### src/rtl/btn_cond_pkg.sv
// Shared definitions for the pushbutton conditioner: channel FSM encoding,
// default timing constants and the stopwatch button channel indices.
package btn_cond_pkg;

  typedef enum logic [1:0] {
    RELEASED     = 2'd0,
    PRESS_WAIT   = 2'd1,
    PRESSED      = 2'd2,
    RELEASE_WAIT = 2'd3
  } btn_state_e;

  // Defaults assume the 100 MHz system clock.
  localparam int DEBOUNCE_CYCLES_DEF = 200000;
  localparam int REPEAT_DELAY_DEF    = 50000000;
  localparam int REPEAT_PERIOD_DEF   = 10000000;
  localparam logic [2:0] REPEAT_MASK_DEF = 3'b100;

  localparam int BTN_START_STOP = 0;
  localparam int BTN_SET        = 1;
  localparam int BTN_CHANGE     = 2;

endpackage

### src/rtl/btn_debounce_ch.sv
// One button channel: 2-flop synchroniser, debounce FSM with saturating
// counter, and (with BUTTON_CONDITIONER_AUTOREPEAT_EN) a hold-repeat counter.
module btn_debounce_ch
  import btn_cond_pkg::*;
#(
  parameter int DEBOUNCE_CYCLES = DEBOUNCE_CYCLES_DEF
`ifdef BUTTON_CONDITIONER_AUTOREPEAT_EN
  ,
  parameter int REPEAT_DELAY  = REPEAT_DELAY_DEF,
  parameter int REPEAT_PERIOD = REPEAT_PERIOD_DEF,
  parameter bit REPEAT_EN     = 1'b0
`endif
) (
  input  logic clk,
  input  logic rstn,
  input  logic btn_n,
  output logic level,
  output logic press_pulse,
  output logic release_pulse
);

  localparam int CNT_W = $clog2(DEBOUNCE_CYCLES + 1);
  localparam logic [CNT_W-1:0] CNT_DONE = CNT_W'(DEBOUNCE_CYCLES);

  logic             sync_meta;
  logic             sync_q;
  btn_state_e       state;
  btn_state_e       state_nxt;
  logic [CNT_W-1:0] cnt;
  logic [CNT_W-1:0] cnt_nxt;
  logic [CNT_W-1:0] cnt_inc;
  logic             press_q;
  logic             press_nxt;
  logic             release_q;
  logic             release_nxt;
  logic             rep_fire;

  // Preset to 1 so a button held through reset is seen as a fresh press.
  always_ff @(posedge clk or negedge rstn) begin
    if (!rstn) begin
      sync_meta <= 1'b1;
      sync_q    <= 1'b1;
    end else begin
      sync_meta <= btn_n;
      sync_q    <= sync_meta;
    end
  end

  assign cnt_inc = (cnt == CNT_DONE) ? cnt : cnt + CNT_W'(1);

  always_ff @(posedge clk or negedge rstn) begin
    if (!rstn) begin
      state     <= RELEASED;
      cnt       <= '0;
      press_q   <= 1'b0;
      release_q <= 1'b0;
    end else begin
      state     <= state_nxt;
      cnt       <= cnt_nxt;
      press_q   <= press_nxt | rep_fire;
      release_q <= release_nxt;
    end
  end

  always_comb begin
    state_nxt   = state;
    cnt_nxt     = cnt;
    press_nxt   = 1'b0;
    release_nxt = 1'b0;
    case (state)
      RELEASED: begin
        if (!sync_q) begin
          state_nxt = PRESS_WAIT;
          cnt_nxt   = CNT_W'(1);
        end
      end
      PRESS_WAIT: begin
        if (sync_q) begin
          state_nxt = RELEASED;
          cnt_nxt   = '0;
        end else if (cnt_inc == CNT_DONE) begin
          state_nxt = PRESSED;
          cnt_nxt   = '0;
          press_nxt = 1'b1;
        end else begin
          cnt_nxt = cnt_inc;
        end
      end
      PRESSED: begin
        if (sync_q) begin
          state_nxt = RELEASE_WAIT;
          cnt_nxt   = CNT_W'(1);
        end
      end
      RELEASE_WAIT: begin
        if (!sync_q) begin
          state_nxt = PRESSED;
          cnt_nxt   = '0;
        end else if (cnt_inc == CNT_DONE) begin
          state_nxt   = RELEASED;
          cnt_nxt     = '0;
          release_nxt = 1'b1;
        end else begin
          cnt_nxt = cnt_inc;
        end
      end
      default: begin
        state_nxt = RELEASED;
        cnt_nxt   = '0;
      end
    endcase
  end

  always_comb begin
    level         = (state == PRESSED) || (state == RELEASE_WAIT);
    press_pulse   = press_q;
    release_pulse = release_q;
  end

`ifdef BUTTON_CONDITIONER_AUTOREPEAT_EN
  localparam int REP_MAX = (REPEAT_DELAY > REPEAT_PERIOD) ? REPEAT_DELAY : REPEAT_PERIOD;
  localparam int REP_W   = $clog2(REP_MAX + 1);
  localparam logic [REP_W-1:0] REP_DELAY_V  = REP_W'(REPEAT_DELAY);
  localparam logic [REP_W-1:0] REP_PERIOD_V = REP_W'(REPEAT_PERIOD);

  logic [REP_W-1:0] rep_cnt;
  logic [REP_W-1:0] rep_cnt_nxt;
  logic [REP_W-1:0] rep_inc;
  logic             rep_armed;
  logic             rep_armed_nxt;

  assign rep_inc = rep_cnt + REP_W'(1);

  // Counter only advances while the held level is stable; any exit from
  // PRESSED (even a bounce into RELEASE_WAIT) restarts the initial delay.
  always_comb begin
    rep_cnt_nxt   = '0;
    rep_armed_nxt = 1'b0;
    rep_fire      = 1'b0;
    if (REPEAT_EN && (state == PRESSED) && !sync_q) begin
      rep_armed_nxt = rep_armed;
      rep_cnt_nxt   = rep_inc;
      if (rep_inc == (rep_armed ? REP_PERIOD_V : REP_DELAY_V)) begin
        rep_fire      = 1'b1;
        rep_cnt_nxt   = '0;
        rep_armed_nxt = 1'b1;
      end
    end
  end

  always_ff @(posedge clk or negedge rstn) begin
    if (!rstn) begin
      rep_cnt   <= '0;
      rep_armed <= 1'b0;
    end else begin
      rep_cnt   <= rep_cnt_nxt;
      rep_armed <= rep_armed_nxt;
    end
  end
`else
  assign rep_fire = 1'b0;
`endif

endmodule

### src/rtl/button_conditioner.sv
// Stopwatch pushbutton front end: N_BTN independent debounced channels.
// Define BUTTON_CONDITIONER_AUTOREPEAT_EN to enable hold auto-repeat.
module button_conditioner
  import btn_cond_pkg::*;
#(
  parameter int N_BTN           = 3,
  parameter int DEBOUNCE_CYCLES = DEBOUNCE_CYCLES_DEF
`ifdef BUTTON_CONDITIONER_AUTOREPEAT_EN
  ,
  parameter int REPEAT_DELAY              = REPEAT_DELAY_DEF,
  parameter int REPEAT_PERIOD             = REPEAT_PERIOD_DEF,
  parameter logic [N_BTN-1:0] REPEAT_MASK = N_BTN'(REPEAT_MASK_DEF)
`endif
) (
  input  logic             clk100_i,
  input  logic             rstn_i,
  input  logic [N_BTN-1:0] btn_n_i,
  output logic [N_BTN-1:0] btn_level_o,
  output logic [N_BTN-1:0] btn_press_o,
  output logic [N_BTN-1:0] btn_release_o
);

  for (genvar i = 0; i < N_BTN; i++) begin : g_ch
    btn_debounce_ch #(
      .DEBOUNCE_CYCLES(DEBOUNCE_CYCLES)
`ifdef BUTTON_CONDITIONER_AUTOREPEAT_EN
      ,
      .REPEAT_DELAY   (REPEAT_DELAY),
      .REPEAT_PERIOD  (REPEAT_PERIOD),
      .REPEAT_EN      (REPEAT_MASK[i])
`endif
    ) u_ch (
      .clk          (clk100_i),
      .rstn         (rstn_i),
      .btn_n        (btn_n_i[i]),
      .level        (btn_level_o[i]),
      .press_pulse  (btn_press_o[i]),
      .release_pulse(btn_release_o[i])
    );
  end

endmodule

### config.mk
export PLATFORM = sky130hd
export DESIGN_NAME = button_conditioner
export DESIGN_NICKNAME = d
export VERILOG_FILES = /design/src/rtl/btn_cond_pkg.sv /design/src/rtl/btn_debounce_ch.sv /design/src/rtl/button_conditioner.sv
export SDC_FILE = /design/constraint.sdc
export NUM_CORES = 1
export LEC_CHECK = 0
export ABC_AREA = 1
export CAP_MARGIN = 5
export CORE_MARGIN = 3
export CORE_UTILIZATION = 45
export CTS_BUF_LIST = sky130_fd_sc_hd__clkbuf_8 sky130_fd_sc_hd__clkbuf_16
export CTS_CLUSTER_DIAMETER = 60
export CTS_CLUSTER_SIZE = 40
export DETAILED_ROUTE_END_ITERATION = 8
export GPL_ROUTABILITY_DRIVEN = 0
export PLACE_DENSITY = 0.62
export SLEW_MARGIN = 20
export SYNTH_ARGS = -nofsm -noshare
export SYNTH_HDL_FRONTEND = slang
export SYNTH_SLANG_ARGS = --single-unit
### constraint.sdc
create_clock -name clk100_i -period 2.85 [get_ports clk100_i]
set_clock_uncertainty 0.15 [all_clocks]
set_input_delay 0.57 -clock clk100_i [delete_from_list [all_inputs] [get_ports clk100_i]]
set_output_delay 0.57 -clock clk100_i [all_outputs]
set_load 0.01 [all_outputs]
==> reports/metrics.cfg <==
[cts]
post-cts-setup-buffer-count = 0
clock_latency_ns = 0.35
htreeDepth = 3
cts.reportedPaths.clkPinSlew_ns = 0.08
cts_hold_buf = 0
cts_resized = 0
root_buffer = clkbuf_8
clock_path_buffers = 2
cts.sinks = 72
cts_made_buffers = 9
tritoncts = yes

[route]
wl_per_cell_um = 14.0
dr_total_vias = 4383
drt_iter0_drc = 368
drc_errors = 0
final_antenna_net_count = 0
routed_wirelength_mm = 11.6
first_pass_iters = 5
via_per_inst = 5.29

[cells_and_area]
drive_gt1_share_pct = 8.96
final_cell_area_um2 = 5200
insertedDiodeCount = 0
final_nets = 698
area_growth_pct = 7.66

[floorplan]
chipWidth_um = 110
rows = 37
core-area_um2 = 10400
io_pins = 14
initial_core_util_pct = 46.6
fp.dieH_um = 110
die-area_um2 = 12000

[critical_path]
path_max_fanout = 11
rrSetupSlack_ns = 0.28
crit_type = reg2reg
startpoint_type = flip-flop
arrival_ns = 2.63
required_ns = 2.91
worstSetupEndpointType = flip-flop
r2r_cells = 11

[run_status]
status = finished, final reports clean

[min_path]
min_path_type = in2async

[synth]
synth_warnings = 0
netlist_top_cells_count = 175 x nand2_1, 99 x inv_1, 89 x nor2_1
synth.distinct_cells = 35
async_flop_share_pct = 100
synthFlopType = dfrtp_1
synth_nets = 695
synth_area_um2 = 4830
ys_top_cells_by_area = dfrtp_1 34%, nand2_1 14%, inv_1 7.7%
synth_top_area_share_pct = 34.2
syn_inst = 684
synth-seq-area-share_pct = 37.4
syn_avg_cell_area_um2 = 7.07
synth_edf_count = 0
yosysMostFrequentCell = nand2_1
synth.largest_area_cell = dfrtp_1
synth_seq_cells = 72

[timing]
hold_violations = 0
final.setup.tns_ns = 0
slew_headroom_pct = 40.1
drv_slew = 0
min_period_ns = 2.57
worstMarginPinSlew_ns = 0.899
fin_hold_ws_ns = 0.198
fmax_mhz = 389
period_share_pct = 90.1
setup_violations = 0
grt_setup_unrepaired = no

[pwr]
cellPowerDensity_nw_per_um2 = 529
power_switching_uw = 947
ir_drop_uv = 341
p_comb_share_pct = 22.9
p_int_uw = 1810
p_leak_uw = 0.00227
netSwitchingFraction_pct = 34.4
power_frac_clock_pct = 34.1
seq_power_share_pct = 43.0

[global_routing]
grt_overflow = 0
gr-usage-met3_pct = 2.64
use_met1_pct = 27.2
gr-max-usage-layer = met2
grt_use_met2_pct = 34.5
grt_pass1_vias = 4285
antenna_found_initial = 0
grtUsageTotal_pct = 20.7
grt_max_degree = 73
grt_pass1_wl_mm = 19.8

[placed_design]
io_buffers = 13
place_area_um2 = 4980
dp_hpwl_mm = 8.57

[job]
max-cap-violations = 0

registers in the layout (all words and copies together), names as in the netlist, named ones only:
name                     cells
g_ch.u_ch.cnt               54
g_ch.u_ch.press_pulse        3
g_ch.u_ch.release_pulse      3
g_ch.u_ch.state              3
g_ch.u_ch.sync_meta          3
g_ch.u_ch.sync_q             3
placed cells by master (no fill, tap or decap), types with 2 or more instances in the layout:
cell type / Yosys / routed
ha_1: 6 / 6
o22ai_1: 24 / 24
inv_1: 99 / 99
clkdlybuf4s50_1: 0 / 12
bufinv_16: 0 / 2
nand3_2: 7 / 7
dfrtp_1: 66 / 66
xor2_1: 25 / 25
clkbuf_8: 1 / 10
nor2_4: 4 / 4
nand3b_1: 3 / 3
buf_4: 10 / 2
nor2_1: 89 / 89
nand4_1: 27 / 27
nor3_4: 2 / 2
nor2_2: 6 / 6
nand3_1: 60 / 60
inv_2: 4 / 4
o21ai_2: 10 / 10
dfstp_2: 6 / 6
nand2_2: 3 / 3
o21ai_1: 8 / 8
nand2_1: 175 / 175
nor3_1: 8 / 8
a21oi_1: 8 / 8
o21ai_0: 15 / 15
power by group through the flow:
| stage | registers, uW | logic (uW) | clock network, uW |
|---|---|---|---|
| after global placement | 1200 | 618 | 0 |
| after CTS | 1180 | 629 | 973 |
| final | 1180 | 629 | 940 |
| after global routing | 1200 | 716 | 1020 |
| after detailed placement | 1210 | 623 | 0 |
| after floorplan | 1160 | 526 | 0 |
worst max-delay path, cell delays in order, from the launching register on:
cell	delay [ns]
dfrtp_1	0.40
ha_1	0.22
nand3_2	0.13
nor2_4	0.16
nand2_1	0.11
xor2_1	0.19
inv_1	0.08
nor3_1	0.25
nand3_1	0.11
nand2_1	0.30
buf_4	0.25
o22ai_1	0.08
logic make-up (layout without fill, tap and decap cells):
family                   count (synthesis)  in the layout  share of synthesized area (%)
adder cells (fa/ha/maj)                  6              6                           1.55
AND/OR/NAND/NOR                        388            388                           36.5
buffers and inverters                  125            133                           11.4
AO/OA/AOI/OAI                           67             67                           8.44
flip-flops                              72             72                           37.4
XOR/XNOR                                26             26                           4.71
per-layer routing:
layer / part of all wire (%) / up-vias
li1: - / 2194
met1: 46 / 2034
met2: 48 / 126
met3: 4.1 / 29
met4: 2.3 / 0
met5: 0 / -
worst paths after layout:
kind | end | startpoint
max | g_ch[2].u_ch.cnt[4]$_DFFE_PN0P_ | g_ch[2].u_ch.cnt[0]$_DFFE_PN0P_
max in group asynchronous | g_ch[1].u_ch.cnt[0]$_DFFE_PN0P_ | rstn_i
max reg2reg | g_ch[2].u_ch.cnt[4]$_DFFE_PN0P_ | g_ch[2].u_ch.cnt[0]$_DFFE_PN0P_
min in group clk100_i | g_ch[0].u_ch.sync_q$_DFF_PN1_ | g_ch[0].u_ch.sync_meta$_DFF_PN1_
min reg2reg | g_ch[0].u_ch.sync_q$_DFF_PN1_ | g_ch[0].u_ch.sync_meta$_DFF_PN1_
min | g_ch[0].u_ch.cnt[10]$_DFFE_PN0P_ | rstn_i
layout make-up:
| cell class | count | area [um^2] |
|---|---|---|
| Sequential cell | 72 | 1810 |
| Fill cell | 1078 | 5170 |
| Timing Repair Buffer | 14 | 135 |
| Tap cell | 136 | 170 |
| Clock buffer | 10 | 138 |
| Clock inverter | 6 | 90.1 |
| Inverter | 103 | 387 |
| Multi-Input combinational cell | 487 | 2470 |
stage by stage:
| step | std cells | setup slack (ns) | utilization (%) | total power, uW |
|---|---|---|---|---|
| finish | 828 | 0.282 | 50.2 | 2750 |
| global placement | 812 | 0.375 | 48.0 | 1820 |
| detailed placement | 812 | 0.311 | 48.0 | 1830 |
| CTS | 828 | 0.311 | 50.2 | 2790 |
| global route | 828 | 0.00657 | 50.2 | 2940 |
| floorplan | 684 | 0.751 | - | 1690 |
Note: power is estimated with default switching activity, not from simulation.
